### src/rtl/fft8_sched.sv
// fft8_sched: 8-point radix-2 DIT FFT scheduler. Loads eight complex samples
// in bit-reversed order, drives an external one-cycle butterfly through three
// stages (each halving, overall scale 1/8), then streams the eight bins out.
module fft8_sched #(
   parameter int DATA_W = 32
) (
   input  logic                     clk,
   input  logic                     rst,
   input  logic                     in_valid,
   output logic                     in_ready,
   input  logic signed [DATA_W-1:0] in_re,
   input  logic signed [DATA_W-1:0] in_im,
   output logic                     out_valid,
   input  logic                     out_ready,
   output logic signed [DATA_W-1:0] out_re,
   output logic signed [DATA_W-1:0] out_im,
   output logic [2:0]               out_idx,
   output logic                     busy,
   output logic                     bf_in_en,
   output logic [1:0]               bf_rotate,
   output logic signed [DATA_W-1:0] bf_a_re,
   output logic signed [DATA_W-1:0] bf_a_im,
   output logic signed [DATA_W-1:0] bf_b_re,
   output logic signed [DATA_W-1:0] bf_b_im,
   input  logic signed [DATA_W-1:0] bf_c_re,
   input  logic signed [DATA_W-1:0] bf_c_im,
   input  logic signed [DATA_W-1:0] bf_d_re,
   input  logic signed [DATA_W-1:0] bf_d_im,
   input  logic                     bf_out_en
);

   typedef enum logic [1:0] {LOAD, CALC, OUT} state_t;

   state_t      state, state_nx;
   logic [2:0]  in_cnt, in_cnt_nx;
   logic [1:0]  stage, stage_nx;
   logic [2:0]  iss, iss_nx;
   logic [2:0]  out_cnt, out_cnt_nx;
   logic [2:0]  p_p1, p_p1_nx;
   logic [2:0]  q_p1, q_p1_nx;
   logic        vld_p1, vld_p1_nx;

   logic [2:0]  pa, qa;
   logic [1:0]  rot;
   logic        issue;
   logic        load_wr;
   logic        res_wr;

   logic signed [DATA_W-1:0] mem_re [8];
   logic signed [DATA_W-1:0] mem_im [8];

   function automatic logic [2:0] bitrev3(input logic [2:0] n);
      return {n[0], n[1], n[2]};
   endfunction

   // Butterfly pair and twiddle for issue slot iss within the current stage
   always_comb begin
      pa  = {iss[1:0], 1'b0};
      qa  = {iss[1:0], 1'b1};
      rot = 2'd0;
      case (stage)
         2'd2: begin
            pa  = {iss[1], 1'b0, iss[0]};
            qa  = {iss[1], 1'b1, iss[0]};
            rot = {iss[0], 1'b0};
         end
         2'd3: begin
            pa  = {1'b0, iss[1:0]};
            qa  = {1'b1, iss[1:0]};
            rot = iss[1:0];
         end
         default: ;
      endcase
   end

   assign issue     = (state == CALC) && (iss != 3'd4);
   assign load_wr   = (state == LOAD) && in_valid;
   assign res_wr    = (state == CALC) && vld_p1 && bf_out_en;

   assign in_ready  = (state == LOAD);
   assign busy      = (state != LOAD);
   assign out_valid = (state == OUT);
   assign out_idx   = out_cnt;
   assign out_re    = mem_re[out_cnt];
   assign out_im    = mem_im[out_cnt];

   assign bf_in_en  = issue;
   assign bf_rotate = issue ? rot : 2'd0;
   assign bf_a_re   = mem_re[pa];
   assign bf_a_im   = mem_im[pa];
   assign bf_b_re   = mem_re[qa];
   assign bf_b_im   = mem_im[qa];

   // Next-state logic: load count, stage/issue sequencing, output count
   always_comb begin
      state_nx   = state;
      in_cnt_nx  = in_cnt;
      stage_nx   = stage;
      iss_nx     = iss;
      out_cnt_nx = out_cnt;
      p_p1_nx    = p_p1;
      q_p1_nx    = q_p1;
      vld_p1_nx  = 1'b0;
      case (state)
         LOAD: begin
            if (in_valid) begin
               in_cnt_nx = in_cnt + 3'd1;
               if (in_cnt == 3'd7) begin
                  state_nx  = CALC;
                  in_cnt_nx = 3'd0;
                  stage_nx  = 2'd1;
                  iss_nx    = 3'd0;
               end
            end
         end
         CALC: begin
            if (issue) begin
               vld_p1_nx = 1'b1;
               p_p1_nx   = pa;
               q_p1_nx   = qa;
            end
            if (iss == 3'd4) begin
               iss_nx = 3'd0;
               if (stage == 2'd3) begin
                  stage_nx = 2'd0;
                  state_nx = OUT;
               end else begin
                  stage_nx = stage + 2'd1;
               end
            end else begin
               iss_nx = iss + 3'd1;
            end
         end
         OUT: begin
            if (out_ready) begin
               out_cnt_nx = out_cnt + 3'd1;
               if (out_cnt == 3'd7) begin
                  state_nx   = LOAD;
                  out_cnt_nx = 3'd0;
               end
            end
         end
         default: state_nx = LOAD;
      endcase
   end

   // Control registers; reset aborts any frame and drops pending results
   always_ff @(posedge clk or posedge rst) begin
      if (rst) begin
         state   <= LOAD;
         in_cnt  <= 3'd0;
         stage   <= 2'd0;
         iss     <= 3'd0;
         out_cnt <= 3'd0;
         p_p1    <= 3'd0;
         q_p1    <= 3'd0;
         vld_p1  <= 1'b0;
      end else begin
         state   <= state_nx;
         in_cnt  <= in_cnt_nx;
         stage   <= stage_nx;
         iss     <= iss_nx;
         out_cnt <= out_cnt_nx;
         p_p1    <= p_p1_nx;
         q_p1    <= q_p1_nx;
         vld_p1  <= vld_p1_nx;
      end
   end

   // Sample buffer: bit-reversed loads and in-place butterfly write-back
   always_ff @(posedge clk) begin
      if (!rst) begin
         if (load_wr) begin
            mem_re[bitrev3(in_cnt)] <= in_re;
            mem_im[bitrev3(in_cnt)] <= in_im;
         end
         if (res_wr) begin
            mem_re[p_p1] <= bf_c_re;
            mem_im[p_p1] <= bf_c_im;
            mem_re[q_p1] <= bf_d_re;
            mem_im[q_p1] <= bf_d_im;
         end
      end
   end

endmodule

### config.mk
export PLATFORM = sky130hd
export DESIGN_NAME = fft8_sched
export DESIGN_NICKNAME = d
export VERILOG_FILES = /design/src/rtl/fft8_sched.sv
export SDC_FILE = /design/constraint.sdc
export NUM_CORES = 2
export LEC_CHECK = 0
export ABC_AREA = 0
export CAP_MARGIN = 10
export CORE_ASPECT_RATIO = 0.6
export CORE_MARGIN = 2
export CORE_UTILIZATION = 50
export CTS_CLUSTER_SIZE = 20
export DETAILED_ROUTE_END_ITERATION = 10
export DONT_BUFFER_PORTS = 1
export HOLD_SLACK_MARGIN = 0.12
export PLACE_DENSITY_LB_ADDON = 0.12
export SYNTH_ARGS = -nofsm -noshare
export SYNTH_HDL_FRONTEND = slang
export SYNTH_SLANG_ARGS = --single-unit
### constraint.sdc
create_clock -name clk -period 11 [get_ports clk]
set_input_delay 3.3 -clock clk [delete_from_list [all_inputs] [get_ports clk]]
set_output_delay 3.3 -clock clk [all_outputs]
set_load 0.03 [all_outputs]
==> results.sh <==
export IMPL_outcome="completed"
export IMPL_clock_sinks=532
export IMPL_worst_path_buf_inv=3
export IMPL_final_hold_viol_count=0
export IMPL_maxSlewViolCount=0
export IMPL_wl_mm=129
export IMPL_cp_arrival_ns=5.62
export IMPL_vias=29100
export IMPL_slowest_delay_ns=1.37
export IMPL_cts_tree="yes"
export IMPL_vdd_drop_max_v=0.000245
export IMPL_fin_crit_sh=0.811
export IMPL_worstSetupPathType="reg2out"
export IMPL_synth_edf_count=512
export IMPL_drtAntennaViolNets=0
export IMPL_ys_flop_type="edfxtp_1"
export IMPL_grt_pass1_wl_mm=188
export IMPL_finalPower_mw=10.0
export IMPL_cts_setup_buffers=0
export IMPL_fp_dieArea_um2=72600
export IMPL_cp_max_fo=87
export IMPL_gp_congestion=0.862
export IMPL_row_count=75
export IMPL_worst_pin_slew_ns=1.26
export IMPL_nFillCells=6054
export IMPL_synth_fp_nets=3742
export IMPL_max_clock_freq_ghz=0.112
export IMPL_initial_core_util=0.505
export IMPL_crit_top_cell="buf_4"
export IMPL_wl_per_cell_um=30.5
export IMPL_async_flop_share=0.0376
export IMPL_end_kind="output pin"
export IMPL_ys_warn_count=0
export IMPL_min_path_type="reg2reg"
export IMPL_setup_viol=0
export IMPL_cp_data_required_time_ns=7.70
export IMPL_cp_cell_sequence="inv_1 -> ha_4 -> buf_4 -> nor2_4 -> buf_4 -> a21oi_1 -> a222oi_1"
export IMPL_cp_start_kind="flip-flop"
export IMPL_cts_resized=0
export IMPL_post_route_drc_count=0
export IMPL_cts_htree_levels=2
export IMPL_synth_cell_type_count=54
export IMPL_timing_final_crit_period_ns=8.92
export IMPL_fin_skew_ns=0.0179
export IMPL_crit_path_top_delay_cell="a222oi_1"
export IMPL_via_per_inst=6.90
export IMPL_portBuffers=0
export IMPL_clk_root_buffer_cell="clkbuf_16"
export IMPL_grt_pass1_vias=28200
export IMPL_syn_avg_cell_area_um2=9.95
export IMPL_cp_top_family="compound AO/OA/AOI/OAI gates"
export IMPL_syn2layout_area_growth_pct=5.07
export IMPL_netlist_instances=3537
export IMPL_clock_path_buffers=3
export IMPL_leakagePower_nw=14.3
export IMPL_path_clk_slew_ns=0.07
export IMPL_dieHeight_um=210
export IMPL_multi_input_area_um2=17500
export IMPL_setup_tns_ns=0
export IMPL_layout_nets=3464
export IMPL_hpwlAfterDp_mm=70.6
export IMPL_regArea_um2=15900
export IMPL_power_density_nw_per_um2=270
export IMPL_cts_made_buffers=55
export IMPL_drt_first_iter_violations=4801
export IMPL_io_pins=398
export IMPL_grt_max_degree=154
export IMPL_maxCapViolations=0
export IMPL_syn_cell_area_um2=35200
export IMPL_clock_latency_ns=0.64
export IMPL_core_area_um2=69700
export IMPL_gr_total_overflow=0
export IMPL_slew_headroom=0.159
export IMPL_dieWidth_um=347
export IMPL_grt_usage=0.347
export IMPL_antenna_found_initial=1
export IMPL_synth_seq_area_share=0.451
export IMPL_ys_ff_latch=532
export IMPL_ctsHoldBuffers=0
export IMPL_dr_pass1_iters=10
export IMPL_grt_setup_unrepaired="false"
export IMPL_drive_gt1_frac=0.114
-- area by class of cell --
| cell class | count | area share |
|---|---|---|
| clock buffers | 69 | 0.0398 |
| inverters | 72 | 0.00731 |
| well taps | 924 | 0.0313 |
| multi-input cells | 2548 | 0.474 |
| clock inverters | 31 | 0.00612 |
| diodes | 1 | 0.0000677 |
| flip-flops and latches | 532 | 0.430 |
| repair buffers | 50 | 0.0118 |
-- per-stage QoR --
step	worst slack, ns	util	hold slack (ns)	instances	cell area [µm²]
finish	2.08	0.530	0.531	4227	37000
CTS	2.35	0.530	0.530	4226	37000
detailed placement	3.04	0.506	0.514	4126	35300
global placement	3.13	0.506	0.497	4126	35300
floorplan	1.53	-	0.472	3537	35200
global route	2.10	0.530	0.556	4227	37000
-- cell usage after synthesis (all sizes together), types with 66 or more instances --
| cell | n | area [µm²] |
|---|---|---|
| buf | 188 | 968 |
| nand2 | 276 | 1050 |
| a21o | 66 | 495 |
| inv | 70 | 263 |
| mux2 | 70 | 792 |
| mux4 | 128 | 2880 |
| clkbuf | 197 | 746 |
| mux2i | 323 | 3300 |
| nor2 | 522 | 1970 |
| edfxtp | 512 | 15400 |
| a21oi | 646 | 3240 |
| o21ai | 213 | 1070 |
| or2 | 66 | 413 |
-- worst paths after layout --
kind | from | endpoint | slack (ns) | cells past startpoint
setup / recovery | stage[0]$_DFFE_PP0P_ | bf_b_re[29] | 2.08 | 7
hold / removal | p_p1[0]$_DFFE_PP0P_ | p_p1[0]$_DFFE_PP0P_ | 0.53 | 2
setup reg to reg | vld_p1$_DFF_PP0_ | mem_im[0][4]$_DFFE_PP_ | 6.74 | 5
hold reg to reg | p_p1[0]$_DFFE_PP0P_ | p_p1[0]$_DFFE_PP0P_ | 0.53 | 2
max in group asynchronous | rst | iss[0]$_DFFE_PP0P_ | 7.66 | 1
min in group asynchronous | rst | p_p1[0]$_DFFE_PP0P_ | 2.71 | 1
-- layer usage --
metal  part of all wire  track usage  vias to the layer above  wire length (µm)
met2               0.45        0.535                     2229             57700
met5                  0            0                        -                 0
met1               0.38        0.476                    14000             49200
met3               0.13       0.0808                      375             17300
met4              0.038        0.138                        0              4870
li1                   -            -                    12600                 -
-- placed cells by master (no fill, tap or decap), types with 4 or more instances in the layout --
cell type | netlist | layout
a21o_1 | 66 | 66
a21oi_1 | 645 | 644
a221oi_1 | 64 | 64
a222oi_1 | 64 | 64
a22o_1 | 64 | 64
buf_12 | 3 | 5
buf_4 | 16 | 45
clkbuf_1 | 192 | 12
clkbuf_16 | 0 | 57
clkinv_1 | 2 | 13
clkinv_2 | 0 | 13
dfrtp_1 | 20 | 16
dfrtp_4 | 0 | 4
edfxtp_1 | 512 | 512
ha_1 | 8 | 6
inv_1 | 70 | 70
mux2_2 | 69 | 69
mux2i_1 | 318 | 318
mux2i_4 | 5 | 5
mux4_2 | 128 | 128
nand2_1 | 274 | 274
nand4_1 | 8 | 8
nor2_1 | 521 | 520
nor2b_1 | 8 | 8
o21ai_0 | 204 | 195
o21ai_1 | 8 | 8
o21ai_4 | 0 | 10
or2_0 | 24 | 24
or2_1 | 24 | 24
or2_2 | 18 | 17
-- flip-flops by register name (all words and copies together), names as in the netlist --
name     cells
in_cnt       3
iss          3
mem_im     256
mem_re     256
out_idx      3
p_p1         3
q_p1         3
stage        2
state        2
vld_p1       1
-- power breakdown --
part / switching [mW] / internal, mW
combinational: 3.81 / 1.52
clock: 0.851 / 1.01
sequential: 0.309 / 2.50
-- cells by family after synthesis --
family,after synthesis,share of synthesized area
multiplexers,521,0.198
buffers and inverters,457,0.0564
flip-flops,532,0.451
adder cells (fa/ha/maj),8,0.00284
AO/OA/AOI/OAI,1126,0.189
AND/OR/NAND/NOR,893,0.103
-- worst min-delay path: cells and delay by family (launching register included) --
kind,cells,cell delay (ns)
flip-flops,1,0.38
AND/OR/NAND/NOR,1,0.05
AO/OA/AOI/OAI,1,0.07
Power figures use the tool's default switching activity.
